### src/rtl/if_fetch_stage_pkg.sv
// Shared constants for the instruction-fetch stage: bubble encoding and fetch FSM states.
package if_fetch_stage_pkg;

  localparam logic [31:0] NopInstrDefault = 32'h0000_0013;

  typedef enum logic [1:0] {
    StIdle,
    StFetch,
    StDrain
  } fetch_state_e;

endpackage

### src/rtl/if_fetch_stage_fetch_fifo.sv
// Synchronous FIFO with async reset and synchronous clear; used for prefetch data and PC tags.
module if_fetch_stage_fetch_fifo #(
  parameter int unsigned Width = 32,
  parameter int unsigned Depth = 2
) (
  input  logic                       clk,
  input  logic                       rst,
  input  logic                       clear,
  input  logic                       push,
  input  logic [Width-1:0]           wdata,
  input  logic                       pop,
  output logic [Width-1:0]           rdata,
  output logic                       full,
  output logic                       empty,
  output logic [$clog2(Depth+1)-1:0] count
);

  localparam int unsigned PtrW = $clog2(Depth);
  localparam int unsigned CntW = $clog2(Depth + 1);

  logic [Width-1:0] mem_q [Depth];
  logic [PtrW-1:0]  wr_ptr_q;
  logic [PtrW-1:0]  rd_ptr_q;
  logic [CntW-1:0]  count_q;
  logic             do_push;
  logic             do_pop;

  assign empty   = (count_q == '0);
  assign full    = (count_q == CntW'(Depth));
  assign count   = count_q;
  assign rdata   = mem_q[rd_ptr_q];
  assign do_pop  = pop && !empty;
  // A push into a full FIFO is only accepted when the head leaves in the same cycle.
  assign do_push = push && (!full || do_pop);

  always_ff @(posedge clk or posedge rst) begin
    if (rst) begin
      wr_ptr_q <= '0;
      rd_ptr_q <= '0;
      count_q  <= '0;
    end else if (clear) begin
      wr_ptr_q <= '0;
      rd_ptr_q <= '0;
      count_q  <= '0;
    end else begin
      if (do_push) wr_ptr_q <= wr_ptr_q + PtrW'(1);
      if (do_pop)  rd_ptr_q <= rd_ptr_q + PtrW'(1);
      count_q <= count_q + CntW'(do_push) - CntW'(do_pop);
    end
  end

  always_ff @(posedge clk) begin
    if (do_push && !clear) mem_q[wr_ptr_q] <= wdata;
  end

endmodule

### src/rtl/if_fetch_stage.sv
// Instruction fetch: owns fetch PC, pipelined req/gnt/rvalid imem handshake, prefetch buffering
// and redirect handling that drops responses still in flight at the time of a branch.
module if_fetch_stage
  import if_fetch_stage_pkg::*;
#(
  parameter logic [31:0] RESET_PC   = 32'h0000_0000,
  parameter int unsigned FIFO_DEPTH = 2,
  parameter logic [31:0] NOP_INSTR  = NopInstrDefault
) (
  input  logic        clk2,
  input  logic        rst,
  input  logic        stall,
  input  logic        branch_taken,
  input  logic [31:0] branch_target,
  output logic        imem_req,
  output logic [31:0] imem_addr,
  input  logic        imem_gnt,
  input  logic        imem_rvalid,
  input  logic [31:0] imem_rdata,
  output logic [31:0] IF_PC,
  output logic [31:0] IF_instruction,
  output logic        IF_valid
);

  localparam int unsigned CntW = $clog2(FIFO_DEPTH + 1);
  localparam int unsigned SumW = CntW + 1;

  fetch_state_e    state_q;
  logic [31:0]     fetch_pc_q;
  logic [CntW-1:0] outstanding_q;
  logic [CntW-1:0] drop_cnt_q;

  logic [CntW-1:0] outstanding_nxt;
  logic [CntW-1:0] drop_nxt;
  logic [SumW-1:0] occ_sum;
  logic            grant;
  logic            drop_dec;
  logic            resp_keep;
  logic            resp_use;
  logic            bypass;

  logic            buf_push;
  logic            buf_pop;
  logic [63:0]     buf_rdata;
  logic            buf_full;
  logic            buf_empty;
  logic [CntW-1:0] buf_count;

  logic [31:0]     tag_rdata;
  logic            tag_full;
  logic            tag_empty;
  logic [CntW-1:0] tag_count;
  logic            unused_ok;

  // Buffered entries plus requests in flight never exceed the buffer depth, so every
  // response that cannot bypass is guaranteed a slot.
  assign occ_sum   = SumW'(buf_count) + SumW'(outstanding_q);
  assign imem_req  = (state_q == StFetch) && (occ_sum < SumW'(FIFO_DEPTH)) && !branch_taken;
  assign imem_addr = fetch_pc_q;
  assign grant     = imem_req && imem_gnt;

  assign outstanding_nxt = outstanding_q + CntW'(grant) - CntW'(imem_rvalid);
  assign drop_dec        = imem_rvalid && (drop_cnt_q != '0);
  assign drop_nxt        = drop_cnt_q - CntW'(drop_dec);

  assign resp_keep = imem_rvalid && (drop_cnt_q == '0);
  assign resp_use  = resp_keep && !branch_taken;
  assign bypass    = resp_use && !stall && buf_empty;
  assign buf_push  = resp_use && !bypass;
  assign buf_pop   = !branch_taken && !stall && !buf_empty;

  if_fetch_stage_fetch_fifo #(
    .Width (64),
    .Depth (FIFO_DEPTH)
  ) u_prefetch_buf (
    .clk   (clk2),
    .rst   (rst),
    .clear (branch_taken),
    .push  (buf_push),
    .wdata ({tag_rdata, imem_rdata}),
    .pop   (buf_pop),
    .rdata (buf_rdata),
    .full  (buf_full),
    .empty (buf_empty),
    .count (buf_count)
  );

  // Tags are only consumed by responses that are kept; dropped ones belong to a flushed stream.
  if_fetch_stage_fetch_fifo #(
    .Width (32),
    .Depth (FIFO_DEPTH)
  ) u_pc_tags (
    .clk   (clk2),
    .rst   (rst),
    .clear (branch_taken),
    .push  (grant),
    .wdata (fetch_pc_q),
    .pop   (resp_keep),
    .rdata (tag_rdata),
    .full  (tag_full),
    .empty (tag_empty),
    .count (tag_count)
  );

  assign unused_ok = ^{buf_full, tag_full, tag_empty, tag_count, branch_target[1:0]};

  always_ff @(posedge clk2 or posedge rst) begin
    if (rst) begin
      state_q        <= StIdle;
      fetch_pc_q     <= RESET_PC;
      outstanding_q  <= '0;
      drop_cnt_q     <= '0;
      IF_PC          <= '0;
      IF_instruction <= NOP_INSTR;
      IF_valid       <= 1'b0;
    end else begin
      outstanding_q <= outstanding_nxt;
      if (grant) fetch_pc_q <= fetch_pc_q + 32'd4;

      if (branch_taken) begin
        fetch_pc_q     <= {branch_target[31:2], 2'b00};
        drop_cnt_q     <= outstanding_nxt;
        IF_instruction <= NOP_INSTR;
        IF_valid       <= 1'b0;
      end else begin
        drop_cnt_q <= drop_nxt;
        if (!stall) begin
          if (!buf_empty) begin
            {IF_PC, IF_instruction} <= buf_rdata;
            IF_valid                <= 1'b1;
          end else if (bypass) begin
            IF_PC          <= tag_rdata;
            IF_instruction <= imem_rdata;
            IF_valid       <= 1'b1;
          end else begin
            IF_instruction <= NOP_INSTR;
            IF_valid       <= 1'b0;
          end
        end
      end

      unique case (state_q)
        StIdle:  state_q <= StFetch;
        StFetch: if (branch_taken && (outstanding_nxt != '0)) state_q <= StDrain;
        StDrain: if (!branch_taken && (drop_nxt == '0)) state_q <= StFetch;
        default: state_q <= StIdle;
      endcase
    end
  end

endmodule

### config.mk
export PLATFORM = sky130hd
export DESIGN_NAME = if_fetch_stage
export DESIGN_NICKNAME = d
export VERILOG_FILES = /design/src/rtl/if_fetch_stage_pkg.sv /design/src/rtl/if_fetch_stage_fetch_fifo.sv /design/src/rtl/if_fetch_stage.sv
export SDC_FILE = /design/constraint.sdc
export NUM_CORES = 1
export LEC_CHECK = 0
export CAP_MARGIN = 0
export CORE_AREA = 4 4 195 197
export CTS_CLUSTER_DIAMETER = 60
export CTS_CLUSTER_SIZE = 16
export DETAILED_ROUTE_END_ITERATION = 8
export DIE_AREA = 0 0 199 201
export GPL_ROUTABILITY_DRIVEN = 1
export HOLD_SLACK_MARGIN = 0.1
export PLACE_DENSITY_LB_ADDON = 0.12
export SYNTH_ARGS = -nofsm -noshare
export SYNTH_HDL_FRONTEND = slang
export SYNTH_HIERARCHICAL = 1
export SYNTH_SLANG_ARGS = --single-unit
### constraint.sdc
create_clock -name clk2 -period 6.8 [get_ports clk2]
set_input_delay 2.04 -clock clk2 [delete_from_list [all_inputs] [get_ports clk2]]
set_output_delay 2.04 -clock clk2 [all_outputs]
set_load 0.01 [all_outputs]
==> flow_results.org <==
** Detailed routing
- Total number of vias :: 7557
- For this block, the initial DRC count from the detailed router was 481.
- After detailed routing, the number of remaining DRC violations is 0.
- Post-detailed-route count of antenna-violating nets :: 0
- WL final :: 29200 um
- DRT Pass-1 Iters :: 7
- Post-DR vias/cell :: 4.98
- Wire length per cell :: 19.2 um

** Timing
- Headroom to the max-slew limit came out at 29.2%.
- Based on the critical path, the design can be clocked at up to 0.190 GHz.
- Final count of negative-setup-slack endpoints :: 0
- The max-slew violation total from the final report is 0.
- Setup_tns :: 0 ns
- For the pin with the worst max-slew slack, the measured transition is 1.06 ns.
- Final count of hold timing violations :: 0
- For the finished layout, the period the worst path requires is 5.27 ns.
- Dividing the final minimum period by the clock period gives 77.5%.
- For the final database, setup skew stands at 0.0143 ns.
- Setup repair after global routing left no endpoint under its margin.

** Floorplanning
- In this run the count of I/O pins placed on the die edge is 168.
- The die covers 40000 um2.
- The core region is 36300 um2.
- Row count :: 70
- Once the floorplan was initialized, standard cells occupied 34.5% of the core.
- The die is 201 um tall.
- From left edge to right edge, the die measures 199 um.

** Critical path
- Crit start category :: input pin
- Total stage count of the critical path :: 4
- Together, buffers and inverters on the worst path number 2.
- Source of the critical timing path :: branch_taken
- Type of destination of the critical path :: output pin
- Maximum fanout along the worst path :: 16
- Setup slack on the worst reg-to-reg path comes out at 3.40 ns.
- Kind of cell with the highest combined delay on the critical path :: buffers and inverters
- STA puts the critical path data required time at 4.76 ns.
- Capture instance of the worst register-to-register path :: u_prefetch_buf/mem_q[1][36]
- Cell with the biggest individual delay on the critical path :: clkdlybuf4s50_1
- Cell-by-cell trace of the critical path :: buf_2, nor3_2, and2_1, clkdlybuf4s50_1
- Termination of the worst setup path :: imem_req
- Setup CP Type :: in -> out
- Arrival @ worst endpoint :: 3.23 ns
- The worst register-to-register path begins at u_prefetch_buf/count[1].
- Measured in cells, the most critical reg-to-reg path has a length of 8.
- On the worst path, the slowest cell contributes a delay of 0.53 ns.

** Clocking
- Total CTS buffers :: 29
- After clock tree synthesis, the clock-pin slew on the worst setup and hold paths is 0.07 ns.
- Number of instances resized during post-cts repair :: 0
- The tree is rooted in a clkbuf_16.
- Clock tree from TritonCTS :: done
- CTS built an H-tree with a depth of 1.
- After clock tree synthesis, the flow added hold-fix buffers numbering 0.
- Counting along the longest clock path gives a buffer depth of 3.
- Post-CTS Setup Bufs :: 0
- The clock net in this run drives a total of 301 sinks.
- The clock reaches the later pin of the worst-skew pair after 0.54 ns.

** Finish
- The number of antenna diodes in the final layout is 0.
- Number of nets in the layout :: 1104
- Compared with the post-synthesis result, the final layout area differs by 24.7%.
- Share of post-route cells with drive strength above 1 :: 12.8%

** Job
- Across the run, the number of max-cap violations was 0.

** Placed design
- Buffers placed on the I/O ports in this run total 163.
- DP Wirelength :: 17700 um
- Final estimated routing congestion in global placement :: 0.724

** Min path
- Along the worst hold path, the cell count comes to 1.
- Worst min path class :: reg -> reg

** Outcome
- Status :: complete, no violations

** GRT
- The via count of the first global-routing pass is 7741.
- Global routing consumed, over all layers together, 14.4% of the routing resources.
- Number of antenna violations at the first check in global routing :: 0
- Pin count of the biggest net entering global routing :: 70
- Summed over all layers, the global routing overflow is 0.
- The first global-routing pass estimated 45700 um of wire.

** Pwr
- For this design the static power due to leakage is 6.05 nW.
- Power comes to 4.69 mW.
- For this design the ratio of total power to cell area is 301 nW/um2.
- Worst IR Drop VDD :: 0.212 mV

** Synthesis
- Yosys printed 6 warnings.
- Gate count of the mapped netlist :: 860
- The mapped netlist covers 12500 um2.
- Synthesized area divided by synthesized cell count :: 14.5 um2
## how the worst min path moves through the flow
stage	slack (ns)	end	startpoint
after floorplan	0.44	state_q[0]	state_q[0]
after global placement	0.46	state_q[0]	state_q[0]
after detailed placement	0.47	IF_valid	IF_valid
after CTS	0.48	state_q[0]	state_q[0]
after global routing	0.49	state_q[0]	state_q[0]
final	0.47	state_q[0]	state_q[0]
## cells in the final DEF, fill, tap and decap left out, types with 7 or more instances in the layout
cell type	n
mux2_2	49
and2_1	8
o21ai_0	18
xor2_1	7
nand2_1	35
mux2i_1	35
dfrtp_1	105
edfxtp_1	192
nor2_1	49
clkdlybuf4s50_1	162
nor2b_1	12
nand2b_1	7
nand3_1	16
clkbuf_1	9
mux2_1	51
inv_1	40
a21oi_1	42
clkbuf_16	29
o211ai_1	11
a222oi_1	29
nor3b_1	7
nand4_1	11
buf_4	15
## report_power, final
group	leakage [nW]	internal [mW]	switching [mW]
clock network	0.432	0.873	0.692
logic	2.52	0.423	0.383
registers	3.09	2.15	0.160
## registers in the layout (all words and copies together) (netlist names), 2 cells and up
| name | flops |
|---|---|
| IF_PC | 32 |
| IF_instruction | 32 |
| drop_cnt_q | 2 |
| imem_addr | 30 |
| outstanding_q | 2 |
| state_q | 2 |
| u_pc_tags/count | 2 |
| u_pc_tags/mem_q | 64 |
| u_prefetch_buf/count | 2 |
| u_prefetch_buf/mem_q | 128 |
## worst reg2reg max path: cells and delay by family (launching register included)
kind	cells	cell delay, ns
AOI/OAI and AO/OA	1	0.23
DFF	1	0.55
and+or+nand+nor	4	1.09
buffers and inverters	3	1.14
## stage by stage
stage | setup WS (ns) | instances | hold WS [ns] | area [um2] | utilization (%)
6_report | 1.53 | 1517 | 0.474 | 15600 | 43.0
5_1_grt | 1.46 | 1517 | 0.492 | 15600 | 43.0
4_1_cts | 1.48 | 1517 | 0.477 | 15600 | 43.0
3_5_place_dp | 1.50 | 1464 | 0.469 | 14700 | 40.5
3_3_place_gp | 1.50 | 1464 | 0.459 | 14700 | 40.5
2_1_floorplan | 0.553 | 865 | 0.438 | 12500 | -
## final cells by class
| type | count | area [um2] |
|---|---|---|
| inverter | 42 | 160 |
| fill | 3386 | 20700 |
| tap | 468 | 586 |
| timing repair buffer | 178 | 1740 |
| clock inverter | 15 | 153 |
| sequential | 301 | 8500 |
| clock buffer | 38 | 759 |
| multi-input combinational | 475 | 3690 |
## layer usage
layer	vias up	GRT usage [%]	wire length [um]
met2	187	23.5	13800
met1	3771	20.5	13500
li1	3578	-	-
met3	21	2.55	1570
met4	0	2.44	286
met5	-	0	0
(Power assumes the default switching activity.)
